[src/rtl/reg_sample_fifo_if.sv]
// Bus bundle between the sample producer/consumer and reg_sample_fifo.
// The master drives write/read requests; the FIFO (slave) returns data and status.
interface reg_sample_fifo_if #(
  parameter int WIDTH = 8,
  parameter int DEPTH = 4
);
  localparam int CW = $clog2(DEPTH) + 1;

  // wr_en/rd_en are requests, not handshakes: a write is accepted when
  // !full || rd_en, and a read is accepted when !empty. A rejected request
  // does not stall. It sets the sticky overflow or underflow flag instead.
  logic             wr_en;
  logic [WIDTH-1:0] data_in;
  logic             rd_en;
  logic [WIDTH-1:0] data_out;
  logic             empty;
  logic             full;
  logic             almost_full;
  logic [CW-1:0]    count;
  logic             overflow;
  logic             underflow;

  modport master (
    output wr_en, data_in, rd_en,
    input  data_out, empty, full, almost_full, count, overflow, underflow
  );

  modport slave (
    input  wr_en, data_in, rd_en,
    output data_out, empty, full, almost_full, count, overflow, underflow
  );
endinterface

[src/rtl/reg_sample_fifo.sv]
// Synchronous FIFO that buffers the per-cycle sample stream for a bursty consumer.
// Registered read data, occupancy count, and sticky overflow/underflow flags.
module reg_sample_fifo #(
  parameter int WIDTH    = 8,
  parameter int DEPTH    = 4,
  parameter int AF_LEVEL = 3
) (
  input logic              clk,
  input logic              rst,
  reg_sample_fifo_if.slave bus
);
  localparam int AW = $clog2(DEPTH);
  localparam int CW = AW + 1;

  logic [WIDTH-1:0] mem [DEPTH];
  logic [AW-1:0]    wr_ptr;
  logic [AW-1:0]    rd_ptr;
  logic [CW-1:0]    count_q;
  logic [WIDTH-1:0] data_out_q;
  logic             overflow_q;
  logic             underflow_q;

  logic is_empty;
  logic is_full;
  logic rd_ok;
  logic wr_ok;

  assign is_empty = (count_q == '0);
  assign is_full  = (count_q == CW'(DEPTH));
  assign rd_ok    = bus.rd_en && !is_empty;
  // A full FIFO is never empty, so a simultaneous read frees the slot this cycle.
  assign wr_ok    = bus.wr_en && (!is_full || bus.rd_en);

  // Storage is not reset; only entries behind a valid write are ever read.
  always_ff @(posedge clk) begin
    if (!rst && wr_ok) begin
      mem[wr_ptr] <= bus.data_in;
    end
  end

  always_ff @(posedge clk) begin
    if (rst) begin
      wr_ptr      <= '0;
      rd_ptr      <= '0;
      count_q     <= '0;
      data_out_q  <= '0;
      overflow_q  <= 1'b0;
      underflow_q <= 1'b0;
    end else begin
      if (wr_ok) begin
        wr_ptr <= wr_ptr + 1'b1;
      end
      if (rd_ok) begin
        data_out_q <= mem[rd_ptr];
        rd_ptr     <= rd_ptr + 1'b1;
      end
      if (wr_ok && !rd_ok) begin
        count_q <= count_q + 1'b1;
      end else if (rd_ok && !wr_ok) begin
        count_q <= count_q - 1'b1;
      end
      if (bus.wr_en && !wr_ok) begin
        overflow_q <= 1'b1;
      end
      if (bus.rd_en && !rd_ok) begin
        underflow_q <= 1'b1;
      end
    end
  end

  assign bus.data_out    = data_out_q;
  assign bus.count       = count_q;
  assign bus.empty       = is_empty;
  assign bus.full        = is_full;
  assign bus.almost_full = (count_q >= CW'(AF_LEVEL));
  assign bus.overflow    = overflow_q;
  assign bus.underflow   = underflow_q;
endmodule

[src/flat_wrapper.sv]
// flat-port wrapper written by rule: the top's interface ports become plain ports
module reg_sample_fifo_flat 
#(
  parameter int WIDTH    = 8,
  parameter int DEPTH    = 4,
  parameter int AF_LEVEL = 3
)
  (clk, rst, bus_wr_en, bus_data_in, bus_rd_en, bus_data_out, bus_empty, bus_full, bus_almost_full, bus_count, bus_overflow, bus_underflow);
  reg_sample_fifo_if #(.WIDTH(WIDTH), .DEPTH(DEPTH)) bus_i ();
  input logic clk;
  input logic rst;
  input wire logic [$bits(bus_i.wr_en)-1:0] bus_wr_en;
  input wire logic [$bits(bus_i.data_in)-1:0] bus_data_in;
  input wire logic [$bits(bus_i.rd_en)-1:0] bus_rd_en;
  output wire logic [$bits(bus_i.data_out)-1:0] bus_data_out;
  output wire logic [$bits(bus_i.empty)-1:0] bus_empty;
  output wire logic [$bits(bus_i.full)-1:0] bus_full;
  output wire logic [$bits(bus_i.almost_full)-1:0] bus_almost_full;
  output wire logic [$bits(bus_i.count)-1:0] bus_count;
  output wire logic [$bits(bus_i.overflow)-1:0] bus_overflow;
  output wire logic [$bits(bus_i.underflow)-1:0] bus_underflow;
  assign bus_i.wr_en = bus_wr_en;
  assign bus_i.data_in = bus_data_in;
  assign bus_i.rd_en = bus_rd_en;
  assign bus_data_out = bus_i.data_out;
  assign bus_empty = bus_i.empty;
  assign bus_full = bus_i.full;
  assign bus_almost_full = bus_i.almost_full;
  assign bus_count = bus_i.count;
  assign bus_overflow = bus_i.overflow;
  assign bus_underflow = bus_i.underflow;
  reg_sample_fifo #(.WIDTH(WIDTH), .DEPTH(DEPTH), .AF_LEVEL(AF_LEVEL)) u_core (.clk(clk), .rst(rst), .bus(bus_i));
endmodule
[config.mk]
export PLATFORM = sky130hd
export DESIGN_NAME = reg_sample_fifo_flat
export DESIGN_NICKNAME = d
export VERILOG_FILES = /design/src/rtl/reg_sample_fifo_if.sv /design/src/rtl/reg_sample_fifo.sv /design/src/flat_wrapper.sv
export SDC_FILE = /design/constraint.sdc
export NUM_CORES = 1
export LEC_CHECK = 0
export CORE_MARGIN = 5
export CORE_UTILIZATION = 50
export DETAILED_ROUTE_END_ITERATION = 12
export PLACE_DENSITY = 0.73
export SLEW_MARGIN = 30
export SYNTH_ARGS = -nofsm -noshare
export SYNTH_HDL_FRONTEND = slang
export SYNTH_SLANG_ARGS = --single-unit
[constraint.sdc]
create_clock -name clk -period 2.8 [get_ports clk]
set_clock_uncertainty 0.05 [all_clocks]
set_input_delay 0.84 -clock clk [delete_from_list [all_inputs] [get_ports clk]]
set_output_delay 0.84 -clock clk [all_outputs]
set_load 0.1 [all_outputs]
# Word-level counts from Yosys, hierarchy flattened
# Memories as Yosys holds them, arrays and structs flattened. A register that Yosys moved wholly into a read port is not among the register bits.
# Index checks and enable logic that the tools add are counted.
# word_totals
input_bits	12
latch_bits	0
mem_count	1
word_cells	31
ramBits	32
reg_bits	9
mem_bits_ro	0
# classes
magnitude_cmp	1
muxes	4
n_div	0
n_eq_ne	1
multipliers	0
shift	0
bitwise	0
n_reduce_logical	15
addsub	4
# mem_list
memory	depth	word_bits	rd	rd_ports_with_merged_regs	write_ports	line	source
u_core.mem	4	8	1	1	1	reg_sample_fifo.sv:15	logic [WIDTH-1:0] mem [DEPTH];
# op_table
cell	count
logical AND 1 bit	7
two-way mux 3 bit	2
zero test 1 bit	5
adder 2 x 1 -> 2 bit, second input constant	2
adder 3 x 1 -> 3 bit, second input constant	1
equality test 3 bit, second input constant	1
greater-or-equal comparator 3 x 2 -> 1 bit, second input constant	1
zero test 3 bit	1
subtractor 3 x 1 -> 3 bit, second input constant	1
two-way mux 1 bit	2
nonzero test 2 bit	1
logical OR 1 bit	1

# Logic depth before layout (Yosys ltp)
# depth
depth_word	8
depth_mapped	10

# Least setup slack after synthesis
# OpenSTA, ideal clock, no wires.
# synth_timing
path_type	register to output
startpoint	register u_core.count_q[2] (netlist: u_core.bus.count[2])
endpoint	output bus_full
required_time_ns	1.910
slack_ns	-1.407
arrival_ns	3.317
path_stages_with_launch	2
path_cell_list	dfxtp_1 nor3b_1
# synth_between
elab_chain_len	1
# synth_rtl
element	line	source
start: declaration	reg_sample_fifo.sv:18	logic [CW-1:0] count_q;
start signal: assignment	reg_sample_fifo.sv:58	count_q <= count_q + 1'b1;
start signal: assignment	reg_sample_fifo.sv:60	count_q <= count_q - 1'b1;
equality test 3 bit	reg_sample_fifo.sv:29	assign is_full = (count_q == CW'(DEPTH));
end: declaration	flat_wrapper.sv:17	output wire logic [$bits(bus_i.full)-1:0] bus_full;
# Every way passes these cells.

# Worst setup path after layout
# layout_timing
startpoint	input bus_rd_en
endpoint	register u_core.count_q[2] (netlist: u_core.bus.count[2])
# layout_between
elab_chain_len	5
elab_cells_between_ends	9
# layout_rtl
element	line	source
start: declaration	flat_wrapper.sv:14	input wire logic [$bits(bus_i.rd_en)-1:0] bus_rd_en;
logical OR 1 bit *	reg_sample_fifo.sv:32	assign wr_ok = bus.wr_en && (!is_full || bus.rd_en);
logical AND 1 bit *	reg_sample_fifo.sv:32	
net u_core.wr_ok	reg_sample_fifo.sv:26	logic wr_ok;
zero test 1 bit	reg_sample_fifo.sv:59	end else if (rd_ok && !wr_ok) begin
logical AND 1 bit	reg_sample_fifo.sv:59	
nonzero test 2 bit (no line)	n/a	
# The timed path passes the listed nets; every way through them passes the cells marked *.
# A chain may end at the register's enable or synchronous reset.

==> run metrics <==
status completed; initial drt markers 33; Tmin final approximately 2700 ps; placed cell count 213; power per cell area between 1000 and 1500 nW/um^2; Power Internal 1399 uW; number of max-cap violations 0; Setup CP Type in2reg; nets@finish 190; core area 3744 sq um; initial core utilization between 50% and 60%; Final Max Slew Viols 0; Die ar. approximately 5300 sq um; num rows 22; Final Hold Fails 0; worst hold-check path type reg2reg; Clk pwr share between 10% and 20%; hold_sp u_core.bus.data_out[1]; largest net degree at the start of global routing 16; post-synthesis mux area share roughly 11%; H-tree depth 2; global-route wire length before repair between 5000 and 6000 um; First-pass DRT Iterations 4; fin area about 2400 sq um; layout cells sized above 1 a little under a third; r2r worst-path depth 9; Worst Hold Path EP u_core.bus.data_out[1]; clock slew at reported path FFs around 80 ps; top cell type by total area after synthesis edfxtp_1; largest family of logic cells by synthesized area multiplexers; Area after DPL 2323 sq um; Fillers between 300 and 400; Synth Warn # 0; post-DP HPWL 2554 um; WP data required about 3000 ps; max frequency 372.1 MHz; Die Wd approximately 73 um; Die H slightly above 70 um; Compound-Gate Fraction of Synth Area 4.698%; peak fanout along the critical path 2; post-route ant nets 0; Via Count ~1,100; area of the mapped netlist between 1500 and 2000 sq um; Post-CTS Resized 0; clk sinks 49; Area Growth Syn to Fin 22.29%; Routability Congestion ~0.84; RSZ-0062 raised after global routing false; list of most frequent post-synthesis cells edfxtp_1 (32), dfxtp_1 (17), nand2_1 (16), a21oi_1 (12), mux4_2 (8); All-Layer GR Usage ~15%; RR Endpoint u_core.bus.count[2]; ranking of synthesized cells by area edfxtp_1 (49%), dfxtp_1 (17%), mux4_2 (9.1%), ha_1 (3.2%), a21oi_1 (3.0%); flop2flop setup slack approximately 630 ps; TritonCTS buffer count 5; sequential power share around two fifths; crit start category input port; period utilization between 90% and 100%; post-synthesis sequential area ratio between 60% and 70%; IO Port Bufs 27; number of global-route vias before repair 1,192; io pins 28; cell with the most instances after synthesis edfxtp_1; via/cell ratio slightly above 5; EDFF count, synth 32; initial antenna violation count 0; Non-Filler Instances 221; Synth async-reset ratio 0%; Psw 1154 uW; register bit total from synthesis 49; Max VDD drop about 0.44 mV; Combinational Power Share a little under half; xor/xnor share of the synthesized area 1.333%; Setup crit end kind register; post-synthesis instance total between 100 and 150; simple-gate area share of the yosys netlist 9.016%; Synth Area in Adders between 4 and 5%; hold_buf cts 0; Clock Path Buffers 2; Yosys cell types 27; drt total wl 3550 um; Skew-Pair Late Insertion Delay approximately 300 ps; switching share of power 45.21%; Worst Hold Depth 2; Setup Buffers After CTS 0; total leakage power between 0.0008 and 0.0009 uW; CTS Root Cell clkbuf_8; Post-Syn Nets 150; Mean Syn Cell Area approximately 15 sq um; final setup violating endpoints 0; Worst Tran Pin Value about 650 ps; Rel. slew slack 56.33%; routed wire length per instance between 15 and 20 um; top-area cell type share of the netlist area around 50%; critical path arrival 2870 ps; ant diodes 0; drt drc 0; Reg-to-Reg Start u_core.bus.count[2]; Top FF cell, synth edfxtp_1; CTS tree yes; GRT overflow 0
==> worst max-delay path, stage by stage <==
cell,delay (ps)
clkdlybuf4s50_1,520
nor4b_2,70
nand2b_2,200
inv_2,60
ha_1,160
inv_1,60
fa_1,380
xor2_1,160
or3_1,300
a21oi_1,140
==> per-stage QoR <==
stage	power [uW]	hold WS (ps)	util (%)	TNS [ps]	setup slack (ps)
after CTS	2586	409.2	64.37	0	109.6
after global routing	2701	432.7	64.37	0	17.63
after floorplan	1933	430.7	-	-127.3	-127.3
after global placement	2159	393.7	62.07	-106.7	-106.7
final	2553	407.3	64.37	0	112.7
after detailed placement	2187	398.3	62.07	-206.5	-206.5
==> how the worst max path moves through the flow <==
stage                                   start             endpoint  slack [ps]  depth (start not counted)
after global routing                bus_rd_en  u_core.bus.count[2]          20                         10
final                               bus_rd_en  u_core.bus.count[2]         110                         10
after floorplan           u_core.bus.count[2]             bus_full        -130                          1
after detailed placement            bus_rd_en  u_core.bus.count[2]        -210                         10
after CTS                           bus_rd_en  u_core.bus.count[2]         110                         10
after global placement              bus_rd_en  u_core.bus.count[2]        -110                         10
==> layer usage <==
layer	wire, um	global-route usage (%)
met2	1873	25.45
met5	0	0
met3	180	4.821
met4	59	5.533
met1	1437	18.31
==> kinds of logic after synthesis <==
logic type | Yosys count
DFF | 49
and+or+nand+nor | 35
AOI/OAI and AO/OA | 16
buffers and inverters | 12
muxes | 11
adders and majority gates | 6
xor gates and xnor gates | 3
==> power groups by stage <==
stage	logic, uW	clock network (uW)	registers, uW
floorplan	597	0	1340
global placement	1150	0	1010
detailed placement	1170	0	1020
CTS	1170	414	1000
global route	1220	456	1020
finish	1160	401	996
==> sequential cells by signal, summed over array words and instances (netlist names) <==
signal / count
u_core.bus.overflow: 1
u_core.bus.data_out: 8
u_core.mem: 32
u_core.wr_ptr: 2
u_core.rd_ptr: 2
u_core.bus.underflow: 1
u_core.bus.count: 3
==> cell usage in the layout, fill, tap and decap left out, types with 4 or more instances in the layout <==
cell	instances
edfxtp_1	32
buf_4	28
nand2_1	16
dfxtp_1	15
a21oi_1	12
clkdlybuf4s50_1	11
mux4_2	8
nor2_1	7
ha_1	5
clkbuf_8	5
inv_1	4
nor3b_1	4
==> layout make-up <==
class | count | area (sq um) | share of cell area [%]
Inverter | 6 | 22.52 | 0.9346
Clock buffer | 6 | 72.57 | 3.011
Multi-Input combinational cell | 71 | 616.8 | 25.60
Clock inverter | 2 | 13.76 | 0.5711
Sequential cell | 49 | 1304 | 54.10
Timing Repair Buffer | 39 | 320.3 | 13.29
Tap cell | 48 | 60.06 | 2.492
Power figures use the tool's default switching activity.
==> edit: new RTL, same settings <==
`DEPTH` is set to 4 in 3 places; all go to 8.
--- a/src/rtl/reg_sample_fifo_if.sv
+++ b/src/rtl/reg_sample_fifo_if.sv
@@ -4,3 +4,3 @@
   parameter int WIDTH = 8,
-  parameter int DEPTH = 4
+  parameter int DEPTH = 8
 );
--- a/src/rtl/reg_sample_fifo.sv
+++ b/src/rtl/reg_sample_fifo.sv
@@ -4,3 +4,3 @@
   parameter int WIDTH    = 8,
-  parameter int DEPTH    = 4,
+  parameter int DEPTH    = 8,
   parameter int AF_LEVEL = 3
--- a/src/flat_wrapper.sv
+++ b/src/flat_wrapper.sv
@@ -4,3 +4,3 @@
   parameter int WIDTH    = 8,
-  parameter int DEPTH    = 4,
+  parameter int DEPTH    = 8,
   parameter int AF_LEVEL = 3
Ports: changed (resized bus_count); port bits go from 28 to 29. No check against the original RTL was run, so the function may have changed too.
==> edit against the unedited design <==
  * Register-to-register slack lost 0.46 ns
  * Cell area grew 66%
  * Wire length grew 77%
  * Maximum frequency grew 0.28%
  * Global-route usage grew 1.0 points
  * Total power grew 61%
  * Sequential share of layout area grew 4.2 points
  * Critical path depth is the same
  * Worst setup slack gained 0.0075 ns
  * Synthesized cell count grew 52%
  * Synthesized area grew 67%
  * Sequential cell count grew 35
  * Combinational power grew 37%
  * Largest cell class unchanged
==> edit: results (changes against the unedited design) <==
<table>
<tr><th>Metric</th><th>Value</th></tr>
<tr><th colspan="2">Worst setup path</th></tr>
<tr><td>Highest fanout seen on the critical path</td><td>4 (+2)</td></tr>
<tr><td>Reg-to-reg startpoint</td><td>u_core.bus.count[0]</td></tr>
<tr><td>R2R depth</td><td>10 (+1)</td></tr>
<tr><td>Worst R2R End</td><td>u_core.bus.count[3]</td></tr>
<tr><td>Signal arrival time at the worst endpoint</td><td>2.86 ns (about the same)</td></tr>
<tr><th colspan="2">Logic synthesis</th></tr>
<tr><td>Share of the yosys chip area belonging to registers</td><td>0.7052 (+0.04485)</td></tr>
<tr><td>Number of enable flip-flop cells after synthesis</td><td>64 (+100%)</td></tr>
<tr><td>Number of instances in the synthesized netlist</td><td>201 (+52%)</td></tr>
<tr><td>Distinct cell type count after synthesis</td><td>32 (+19%)</td></tr>
<tr><td>Share of the synthesized area in compound gates (AO/OA/AOI/OAI)</td><td>0.04103 (-0.005951)</td></tr>
<tr><th colspan="2">Outcome</th></tr>
<tr><td>Result of the run</td><td>finished clean</td></tr>
<tr><th colspan="2">Placement</th></tr>
<tr><td>Cells after DPL</td><td>316 (+48%)</td></tr>
<tr><td>Post-DP HPWL</td><td>4209 um (+65%)</td></tr>
<tr><td>Post-detailed-placement cell area</td><td>0.003791 mm2 (+63%)</td></tr>
<tr><td>Setup Slack @ Placement</td><td>-0.2171 ns (-0.01058 ns)</td></tr>
<tr><th colspan="2">STA</th></tr>
<tr><td>Worst hold slack after final layout</td><td>0.4293 ns (+0.02208 ns)</td></tr>
<tr><td>Slew @ Worst Pin</td><td>0.8327 ns (+0.1785 ns)</td></tr>
<tr><th colspan="2">Power and ir drop</th></tr>
<tr><td>Combinational logic power</td><td>1.59 mW (+37%)</td></tr>
<tr><td>Switch Pwr</td><td>1.601 mW (+39%)</td></tr>
<tr><td>Clk power</td><td>0.924 mW (+130%)</td></tr>
<tr><th colspan="2">Route</th></tr>
<tr><td>Number of vias after detailed routing</td><td>1,869 (+63%)</td></tr>
<tr><td>Post-detailed-route via-to-cell ratio</td><td>5.630 (+8.5%)</td></tr>
<tr><td>Number of DRC markers after the initial detailed-route iteration</td><td>149 (+350%)</td></tr>
<tr><td>Post-Route WL</td><td>6269 um (+77%)</td></tr>
<tr><td>Met1 Wirelength</td><td>2486 um (+73%)</td></tr>
<tr><th colspan="2">Finish</th></tr>
<tr><td>Number of flip-flops under the largest register name</td><td>64 (+100%)</td></tr>
<tr><td>Fin nets</td><td>268 (+41%)</td></tr>
<tr><th colspan="2">Clocking</th></tr>
<tr><td>Maximum level of the CTS H-tree</td><td>3 (+1)</td></tr>
<tr><td>Number of buffers created by CTS</td><td>9 (+4)</td></tr>
<tr><td>Clk_lat worst skew</td><td>0.34 ns (+0.04 ns)</td></tr>
<tr><th colspan="2">Worst hold path</th></tr>
<tr><td>Launch point of the worst hold path</td><td>u_core.bus.overflow</td></tr>
</table>
-- edit: layout make-up --
cell class / instances / area [um2]
fillers: 487 / 2380
flip-flops and latches: 84 / 2337
multi-input cells: 103 / 942.2
repair buffers: 48 / 400.4
clock buffers: 10 / 127.6
well taps: 77 / 96.34
clock inverters: 6 / 87.58
inverters: 4 / 15.01
-- edit: how the worst max path moves through the flow --
stage	from	end	cells past startpoint
detailed placement	bus_rd_en	u_core.bus.count[3]	10
CTS	bus_rd_en	u_core.bus.count[3]	10
global placement	bus_rd_en	u_core.bus.count[3]	10
finish	bus_rd_en	u_core.bus.count[3]	10
floorplan	u_core.bus.count[3]	u_core.bus.count[3]	10
global route	bus_rd_en	u_core.bus.count[3]	10
-- edit: routing by layer --
layer	global-route usage	vias up
li1	-	873
met4	0.05501	0
met2	0.2855	38
met3	0.04711	7
met5	0	-
met1	0.1889	951
